File: config.mk
export PLATFORM = sky130hd
export DESIGN_NAME = mem_access_ctrl
export DESIGN_NICKNAME = d
export VERILOG_FILES = /design/src/rtl/mem_access_ctrl_pkg.sv /design/src/rtl/mem_lane_align.sv /design/src/rtl/mem_access_ctrl.sv
export SDC_FILE = /design/constraint.sdc
export NUM_CORES = 1
export LEC_CHECK = 0
export CELL_PAD_IN_SITES_DETAIL_PLACEMENT = 1
export CELL_PAD_IN_SITES_GLOBAL_PLACEMENT = 2
export CORE_ASPECT_RATIO = 0.75
export CORE_MARGIN = 3
export CORE_UTILIZATION = 35
export DETAILED_ROUTE_END_ITERATION = 12
export DONT_BUFFER_PORTS = 1
export GPL_TIMING_DRIVEN = 0
export PLACE_DENSITY = 0.76
export SLEW_MARGIN = 25
export SYNTH_ARGS = -nofsm -noshare
export SYNTH_HDL_FRONTEND = slang
export SYNTH_SLANG_ARGS = --single-unit
File: constraint.sdc
create_clock -name clock -period 10.65 [get_ports clock]
set_input_delay 3.195 -clock clock [delete_from_list [all_inputs] [get_ports clock]]
set_output_delay 3.195 -clock clock [all_outputs]
set_load 0.02 [all_outputs]
File: src/rtl/mem_access_ctrl_pkg.sv
// rtl/mem_access_ctrl_pkg.sv - shared types and constants for the M-stage memory access controller
package mem_access_ctrl_pkg;

    typedef enum logic [1:0] {
        ST_IDLE   = 2'd0,
        ST_ACCESS = 2'd1,
        ST_DONE   = 2'd2
    } ctrlState_t;

    typedef enum logic [1:0] {
        SIZE_WORD = 2'd0,
        SIZE_HALF = 2'd1,
        SIZE_BYTE = 2'd2
    } memSize_t;

    localparam logic [3:0] BE_NONE    = 4'b0000;
    localparam logic [3:0] BE_ALL     = 4'b1111;
    localparam logic [3:0] BE_HI_BYTE = 4'b1000;
    localparam logic [3:0] BE_HI_HALF = 4'b1100;
    localparam logic [3:0] BE_LO_HALF = 4'b0011;

    typedef struct packed {
        logic        read;
        logic        write;
        memSize_t    size;
        logic        signExt;
        logic        left;
        logic        right;
        logic        reverseEndian;
        logic        llsc;
        logic [31:0] addr;
        logic [31:0] rt;
    } memReq_t;

    function automatic memSize_t sizeCode(input logic isByte, input logic isHalf);
        if (isByte) begin
            return SIZE_BYTE;
        end else if (isHalf) begin
            return SIZE_HALF;
        end
        return SIZE_WORD;
    endfunction

    // Left/Right partial-word accesses are never misaligned.
    function automatic logic isAligned(input memSize_t size, input logic [1:0] low, input logic partial);
        if (partial) begin
            return 1'b1;
        end
        case (size)
            SIZE_BYTE: return 1'b1;
            SIZE_HALF: return ~low[0];
            default:   return low == 2'b00;
        endcase
    endfunction

endpackage

File: src/rtl/mem_lane_align.sv
// rtl/mem_lane_align.sv - store lane steering and load extract/merge/extend for one access
module mem_lane_align
    import mem_access_ctrl_pkg::*;
(
    input  memSize_t    size,
    input  logic [1:0]  offset,
    input  logic        signExt,
    input  logic        left,
    input  logic        right,
    input  logic [31:0] storeData,
    input  logic [31:0] memData,
    output logic [3:0]  byteEn,
    output logic [31:0] storeOut,
    output logic [31:0] loadOut
);

    logic [7:0]  laneByte;
    logic [15:0] laneHalf;

    always_comb begin
        byteEn   = BE_ALL;
        storeOut = storeData;
        loadOut  = memData;
        case (offset)
            2'd0:    laneByte = memData[31:24];
            2'd1:    laneByte = memData[23:16];
            2'd2:    laneByte = memData[15:8];
            default: laneByte = memData[7:0];
        endcase
        laneHalf = offset[1] ? memData[15:0] : memData[31:16];

        if (left) begin
            byteEn   = BE_ALL >> offset;
            storeOut = storeData >> {offset, 3'b000};
            case (offset)
                2'd0:    loadOut = memData;
                2'd1:    loadOut = {memData[23:0], storeData[7:0]};
                2'd2:    loadOut = {memData[15:0], storeData[15:0]};
                default: loadOut = {memData[7:0], storeData[23:0]};
            endcase
        end else if (right) begin
            byteEn   = BE_ALL << ~offset;
            storeOut = storeData << {~offset, 3'b000};
            case (offset)
                2'd0:    loadOut = {storeData[31:8], memData[31:24]};
                2'd1:    loadOut = {storeData[31:16], memData[31:16]};
                2'd2:    loadOut = {storeData[31:24], memData[31:8]};
                default: loadOut = memData;
            endcase
        end else begin
            case (size)
                SIZE_BYTE: begin
                    byteEn   = BE_HI_BYTE >> offset;
                    storeOut = {4{storeData[7:0]}};
                    loadOut  = {{24{signExt & laneByte[7]}}, laneByte};
                end
                SIZE_HALF: begin
                    byteEn   = offset[1] ? BE_LO_HALF : BE_HI_HALF;
                    storeOut = {2{storeData[15:0]}};
                    loadOut  = {{16{signExt & laneHalf[15]}}, laneHalf};
                end
                default: begin
                    byteEn   = BE_ALL;
                    storeOut = storeData;
                    loadOut  = memData;
                end
            endcase
        end
    end

endmodule

File: src/rtl/mem_access_ctrl.sv
// rtl/mem_access_ctrl.sv - M-stage data memory bus controller with LL/SC and alignment checks
module mem_access_ctrl
    import mem_access_ctrl_pkg::*;
#(
    parameter int ADDR_WIDTH = 30
) (
    input  logic                  clock,
    input  logic                  reset,
    input  logic                  M_MemRead,
    input  logic                  M_MemWrite,
    input  logic                  M_MemByte,
    input  logic                  M_MemHalf,
    input  logic                  M_MemSignExtend,
    input  logic                  M_Left,
    input  logic                  M_Right,
    input  logic                  M_ReverseEndian,
    input  logic                  M_LLSC,
    input  logic [31:0]           M_ALU_Result,
    input  logic [31:0]           M_ReadData2,
    input  logic                  M_Flush,
    input  logic                  M_Stall,
    input  logic                  M_Eret,
    input  logic [31:0]           DataMem_In,
    input  logic                  DataMem_Ready,
    output logic [ADDR_WIDTH-1:0] DataMem_Address,
    output logic                  DataMem_Read,
    output logic [3:0]            DataMem_Write,
    output logic [31:0]           DataMem_Out,
    output logic                  M_MemStall,
    output logic [31:0]           M_ReadData,
    output logic                  M_Exc_AdEL,
    output logic                  M_Exc_AdES
);

    ctrlState_t  state;
    memReq_t     liveReq;
    memReq_t     heldReq;
    memReq_t     curReq;
    logic        llBit;
    logic [29:0] llAddr;
    logic [31:0] dataLatch;
    logic        flushed;

    logic        aligned;
    logic        isSc;
    logic        scFail;
    logic        valid;
    logic        issue;
    logic        completing;
    logic        discard;
    logic [1:0]  effOffset;
    logic [3:0]  laneEn;
    logic [31:0] laneStore;
    logic [31:0] laneLoad;
    logic [31:0] result;

    assign liveReq = '{
        read:          M_MemRead,
        write:         M_MemWrite,
        size:          sizeCode(M_MemByte, M_MemHalf),
        signExt:       M_MemSignExtend,
        left:          M_Left,
        right:         M_Right,
        reverseEndian: M_ReverseEndian,
        llsc:          M_LLSC,
        addr:          M_ALU_Result,
        rt:            M_ReadData2
    };

    // The bus sees a frozen copy while waiting, so a flush or pipeline change cannot disturb it.
    assign curReq = (state == ST_ACCESS) ? heldReq : liveReq;

    assign aligned = isAligned(liveReq.size, M_ALU_Result[1:0], M_Left | M_Right);
    assign isSc    = M_LLSC & M_MemWrite;
    assign scFail  = isSc & ~(llBit & (llAddr == M_ALU_Result[31:2]));
    assign valid   = ~reset & (M_MemRead | M_MemWrite) & aligned & ~M_Flush & ~scFail;

    assign issue      = ((state == ST_IDLE) & valid) | ((state == ST_ACCESS) & ~reset);
    assign completing = issue & DataMem_Ready;
    assign discard    = (state == ST_ACCESS) & (flushed | M_Flush);
    assign effOffset  = curReq.addr[1:0] ^ {2{curReq.reverseEndian}};

    mem_lane_align u_lane (
        .size      (curReq.size),
        .offset    (effOffset),
        .signExt   (curReq.signExt),
        .left      (curReq.left),
        .right     (curReq.right),
        .storeData (curReq.rt),
        .memData   (DataMem_In),
        .byteEn    (laneEn),
        .storeOut  (laneStore),
        .loadOut   (laneLoad)
    );

    assign result = (curReq.llsc & curReq.write) ? 32'd1 :
                    curReq.read                  ? laneLoad : 32'd0;

    assign DataMem_Address = issue ? curReq.addr[ADDR_WIDTH+1:2] : '0;
    assign DataMem_Read    = issue & curReq.read;
    assign DataMem_Write   = (issue & curReq.write) ? laneEn : BE_NONE;
    assign DataMem_Out     = (issue & curReq.write) ? laneStore : 32'd0;
    assign M_MemStall      = issue & ~DataMem_Ready;
    assign M_ReadData      = (state == ST_DONE)        ? dataLatch :
                             (completing & ~discard)   ? result    : 32'd0;
    assign M_Exc_AdEL      = ~reset & (state == ST_IDLE) & M_MemRead & ~aligned & ~M_Flush;
    assign M_Exc_AdES      = ~reset & (state == ST_IDLE) & M_MemWrite & ~aligned & ~M_Flush;

    always_ff @(posedge clock or posedge reset) begin
        if (reset) begin
            state     <= ST_IDLE;
            heldReq   <= '0;
            llBit     <= 1'b0;
            llAddr    <= 30'd0;
            dataLatch <= 32'd0;
            flushed   <= 1'b0;
        end else begin
            case (state)
                ST_IDLE: begin
                    if (valid) begin
                        if (DataMem_Ready) begin
                            dataLatch <= result;
                            if (M_Stall) begin
                                state <= ST_DONE;
                            end
                        end else begin
                            heldReq <= liveReq;
                            flushed <= 1'b0;
                            state   <= ST_ACCESS;
                        end
                    end
                end
                ST_ACCESS: begin
                    if (M_Flush) begin
                        flushed <= 1'b1;
                    end
                    if (DataMem_Ready) begin
                        if (discard) begin
                            state <= ST_IDLE;
                        end else begin
                            dataLatch <= result;
                            state     <= M_Stall ? ST_DONE : ST_IDLE;
                        end
                    end
                end
                default: begin
                    if (!M_Stall) begin
                        state <= ST_IDLE;
                    end
                end
            endcase

            // ERET has priority over both SC and an LL completing in the same cycle.
            if (M_Eret) begin
                llBit <= 1'b0;
            end else if ((state == ST_IDLE) & isSc & ~M_Flush) begin
                llBit <= 1'b0;
            end else if (completing & ~discard & curReq.llsc & curReq.read) begin
                llBit  <= 1'b1;
                llAddr <= curReq.addr[31:2];
            end
        end
    end

endmodule

==> flow_summary.ini, run 1 <==
[placed_design]
io_buffers = 0
dp_slack_ns = 0.412
place_hpwl_um = 46600
globalplace.congestion = 1.01

[detailed_routing]
routed_via_density = 6.53
wl_met1_um = 26800
wl_met3_um = 6760
dr.first_iter.drc_count = 1380
highest_layer = met5
drt-pass1-iter-count = 5
wl_per_cell_um = 32.9
wl_um = 59500
via_count = 11800
routed-wl-met2_um = 24400
drcViolationCount = 0
postRouteAntennaNets = 0

[finish]
layout.nets = 1474
nFillCells = 3741
layout-drive-gt1-share_pct = 13.8
multiInputGateArea_um2 = 7380
num_antenna_cells = 0
syn_to_final_growth_pct = 11.5
regArea_um2 = 3480

[global_route]
grt_pass1_vias = 11900
grt_max_degree = 30
antenna_found_initial = 1
gr-total-overflow = 0
grt_pass1_wl_um = 85800
grtUsageTotal_pct = 33.5

[clocking]
cts_made_buffers = 17
hold_buffers = 0
clk_pin_slew_ns = 0.06
cts_max_level = 4
root_buffer = clkbuf_16
clock_latency_ns = 0.45
max-clock-path-buffers = 2
clkSinkCount = 139
post-cts-setup-buffer-count = 0
cts_tree = built
cts_resized = 0

[hold_path]
min_from = dataLatch[19]
hold_path.class = flop to flop

[critical_path]
critPathCaptureType = primary output
crit_arrival_ns = 7.24
startpoint_type = input port
reg2reg_from = state[1]
startpoint = M_ReverseEndian
crit_required_ns = 7.46
cp_max_fo = 10
path_class = input port to primary output

[timing]
setup_viol = 0
worst_pin_slew_ns = 1.06
post-route-period-util_pct = 98.0
fin_skew_ns = 0.0205
layout_setup_ws_ns = 0.218
max_slew_margin_pct = 28.8
whs_ns = 0.483
slew_violations = 0
hold_viol = 0
period_minus_slack_ns = 10.43
max_freq_mhz = 95.9
rsz0062_at_grt = false

[synth]
synth_ff_type = dfrtp_1
yosys_warnings = 0
syn_nets = 1450
mappedNetlistArea_um2 = 11400
synthArstFlopShare_pct = 100
synth_edf_count = 0
syn_avg_cell_area_um2 = 8.51
seq_area_frac_synth_pct = 30.6
ys_types = 65
synthCells = 1337
ys_ff_latch = 139

[pwr]
ir_drop_v = 0.000147
finalPower_uw = 2390
total_leakage_power_uw = 0.00540
power_density_nw_per_um2 = 188

[floorplanning]
rows = 56
ios = 213
fp.dieW_um = 214
start_util_pct = 35.9
die_area_um2 = 34700
core_area_um2 = 31700
die_h_um = 162

[run]
maxCapViolCount = 0

[outcome]
status = finished, final reports clean
## through the flow
step | TNS [ns] | cell area [µm²] | utilization, % | std cells
final | 0 | 12700 | 40.1 | 1809
after global routing | 0 | 12700 | 40.1 | 1809
after CTS | 0 | 12700 | 40.0 | 1809
after detailed placement | 0 | 12000 | 38.0 | 1777
after global placement | -121.42 | 11900 | 37.6 | 1772
after floorplan | 0 | 11400 | - | 1337
## critical path, cell delays in order
cell and delay, ns:
xor2_2 0.73, mux2i_4 0.38, clkbuf_1 0.50, nor2_1 0.94
nand2_1 0.41, o32ai_1 0.22, nor3_1 0.08, nor3_1 0.77
## flip-flops by register name, summed over array words and instances (netlist names)
name,count
llBit,1
flushed,1
dataLatch,32
state,2
heldReq,73
llAddr,30
## worst paths after layout
check,cells past startpoint,to,slack [ns]
max,8,DataMem_Out[8],0.22
min,2,dataLatch[19],0.48
max reg2reg,17,dataLatch[15],4.55
min reg2reg,2,dataLatch[19],0.48
max in group asynchronous,3,dataLatch[21],7.24
min in group asynchronous,1,llAddr[10],2.66
## Yosys cell counts (6+ instances only)
library cell	n	area share (%)
clkbuf_1	69	2.3
a21oi_1	38	1.7
o22ai_1	16	0.88
xor2_1	30	2.3
a211oi_1	15	0.99
o221ai_1	15	1.2
o22a_1	7	0.54
o211ai_1	25	1.6
a32oi_1	8	0.62
a221oi_1	30	2.3
nor3_1	39	1.7
a31oi_1	8	0.44
nor2_1	112	3.7
nand2_1	174	5.7
buf_1	6	0.20
o21ai_1	27	1.2
a22o_1	23	1.8
mux2_2	103	10
buf_2	30	1.3
o31a_1	8	0.62
mux2i_1	154	14
nand3_1	26	1.1
o21ai_0	97	4.3
inv_1	20	0.66
or2_2	7	0.38
or3_1	10	0.55
dfrtp_1	139	31
nor4_1	8	0.44
a22oi_1	10	0.66
## cell usage in the layout (no fill, tap or decap), drive strengths merged, types with 3 or more instances in the layout
cell type,count
a2111oi,5
a211oi,15
a21boi,4
a21oi,38
a221o,3
a221oi,30
a22o,23
a22oi,10
a31oi,8
a32oi,8
buf,43
bufinv,3
clkbuf,86
clkinv,4
dfrtp,139
inv,28
mux2,103
mux2i,157
nand2,174
nand2b,5
nand3,26
nand4,4
nor2,112
nor2b,5
nor3,40
nor4,8
o211ai,26
o21a,5
o21ai,124
o221ai,15
o22a,7
o22ai,16
o31a,8
o31ai,5
o32ai,5
or2,8
or3,10
xnor2,5
xor2,31
## routing by layer
layer  GRT usage [%]  up-vias
li1                -     5015
met1            48.1     6083
met2            47.7      612
met3            11.3       93
met4            9.04        2
met5               0        -
## layout make-up
cell class,count,area share [%]
plain buffers,107,3.52
clock inverters,15,1.76
multi-input cells,1070,58.2
inverters,21,0.651
flip-flops and latches,139,27.4
repair buffers,5,0.848
clock buffers,17,3.35
well taps,435,4.29
## power by group
| part | switching, µW | internal (µW) |
|---|---|---|
| clock | 289 | 385 |
| sequential | 102 | 670 |
| combinational | 620 | 324 |
## kinds of logic after synthesis
family | after synthesis | synth area share (%)
AOI/OAI and AO/OA | 374 | 22.5
muxes | 260 | 24.2
buffers and inverters | 128 | 4.62
adders and majority gates | 2 | 0.220
xor gates and xnor gates | 36 | 2.90
and+or+nand+nor | 398 | 15.0
DFF | 139 | 30.6
Note: power is estimated with default switching activity, not from simulation.
==> run 2, diff against run 1 <==
CTS_CLUSTER_DIAMETER = 50   (was not set)
SLEW_MARGIN = 10   (was 25)
==> run 2 against run 1 <==
Against the previous run:
- sequential share of layout area increased by 0.13 points
- final area decreased by 0.47%
- clock-buffer cell count unchanged
- maximum frequency increased by 0.85%
- critical endpoint unchanged
- wire length increased by 0.35%
- setup slack improved by 0.088 ns
- sequential power about the same
- first-iteration DRC count decreased by 17%
==> flow_summary.ini, run 2 (synthesized netlist as in run 1, its figures left out) <==
[clocking]
clk_pin_slew_ns = 0.06
cts_made_buffers = 17
cts_max_level = 4
cts_tree = built
root_buffer = clkbuf_16
clock_latency_ns = 0.46
hold_buffers = 0
max-clock-path-buffers = 2
cts_resized = 0
post-cts-setup-buffer-count = 0
clkSinkCount = 139

[critical_path]
r2r_cells = 17
worstPathBufferInverterCount = 1
critPathCaptureType = primary output
cp_max_fo = 10
slowest_stage = nor2_1
cp_cell_sequence = xor2_2 > mux2i_4 > clkbuf_1 > nor2_1 > nand2_1 > o32ai_1 > nor3_1 > nor3_1
critical-path-max-stage-delay_ns = 0.93
startpoint_type = input port
path_class = input port to primary output
timing.rr.end = dataLatch[15]
crit_top_cell = nor3_1
crit_arrival_ns = 7.15
crit_required_ns = 7.46
path_delay_family = simple AND/OR/NAND/NOR gates
startpoint = M_ReverseEndian
reg2reg_slack_ns = 4.62
reg2reg_from = state[1]

[global_route]
grt_max_degree = 35
antenna_found_initial = 2
gr-total-overflow = 0
grt_pass1_wl_um = 86000
grtUsageTotal_pct = 33.6
grt_pass1_vias = 11900

[floorplanning]
die_h_um = 162
fp.dieW_um = 214
rows = 56
die_area_um2 = 34700
start_util_pct = 35.9
core_area_um2 = 31700
ios = 213

[placed_design]
placed_cells = 1776
io_buffers = 0
postPlaceCellArea_um2 = 12000
globalplace.congestion = 1.01
place_hpwl_um = 46600

[hold_path]
min_delay_path_depth = 2
min_from = dataLatch[21]
whs_endpoint = dataLatch[21]
hold_path.class = flop to flop

[finish]
stdcell_area_um2 = 12600
postLayoutCoreUtil_pct = 39.9
num_antenna_cells = 0
largestRegisters = heldReq x73, dataLatch x32, llAddr x30
largest_register = heldReq
final_common_cell = nand2_1
final_cell_mix = nand2_1, mux2i_1, dfrtp_1
syn_to_final_growth_pct = 11.0
largest_reg_flops = 73
nFillCells = 3787
layout.nets = 1473
layout-drive-gt1-share_pct = 13.6
final_cells = 1808

[timing]
hold_viol = 0
worst_pin_slew_ns = 1.23
max_freq_mhz = 96.7
slew_violations = 0
post-route-period-util_pct = 97.1
fin_skew_ns = 0.0191
whs_ns = 0.485
max_slew_margin_pct = 15.4
setup_viol = 0
period_minus_slack_ns = 10.34
rsz0062_at_grt = false

[detailed_routing]
drcViolationCount = 0
wl_per_cell_um = 33.0
via_count = 11900
dr.first_iter.drc_count = 1144
postRouteAntennaNets = 0
drt-pass1-iter-count = 5
routed_via_density = 6.56
wl_um = 59700

[pwr]
total_leakage_power_uw = 0.00538
power_density_nw_per_um2 = 188
ir_drop_v = 0.0000963
finalPower_uw = 2370

[outcome]
status = finished, final reports clean

[run]
maxCapViolCount = 0
run 2: worst min-delay path, stage by stage (launching register included):
cell	delay [ns]
dfrtp_1	0.34
nand2_1	0.05
o21ai_1	0.06
run 2: how the worst max path moves through the flow:
stage | endpoint | slack (ns) | depth (start not counted)
floorplan | DataMem_Out[10] | 0.43 | 8
global placement | DataMem_Out[11] | -1.83 | 8
detailed placement | DataMem_Out[11] | 0.40 | 9
CTS | DataMem_Out[11] | 0.40 | 9
global route | DataMem_Out[28] | 0.17 | 9
finish | DataMem_Out[8] | 0.31 | 8
run 2: final cells by class:
| type | count | area, µm² | area share [%] |
|---|---|---|---|
| Buffer | 107 | 447 | 3.54 |
| Clock inverter | 15 | 198 | 1.57 |
| Clock buffer | 17 | 425 | 3.37 |
| Timing Repair Buffer | 4 | 80.1 | 0.634 |
| Inverter | 21 | 82.6 | 0.654 |
| Multi-Input combinational cell | 1070 | 7370 | 58.4 |
| Sequential cell | 139 | 3480 | 27.5 |
| Tap cell | 435 | 544 | 4.31 |
run 2: metrics by stage:
stage | setup slack (ns) | setup TNS [ns]
after global routing | 0.165 | 0
after detailed placement | 0.399 | 0
after floorplan | 0.428 | 0
after CTS | 0.400 | 0
after global placement | -1.83 | -121.42
final | 0.306 | 0
run 2: where the power goes:
group | leakage [µW] | internal [µW] | switching [µW]
Clock | 0.000303 | 359 | 291
Sequential | 0.00176 | 670 | 102
Combinational | 0.00332 | 323 | 624
Total | 0.00538 | 1350 | 1020
run 2: per-layer routing:
| metal | track usage (%) | share of wire [%] |
|---|---|---|
| met5 | 0 | 0.037 |
| met4 | 9.64 | 2.3 |
| met3 | 11.5 | 11 |
| met2 | 47.7 | 41 |
| met1 | 48.1 | 45 |
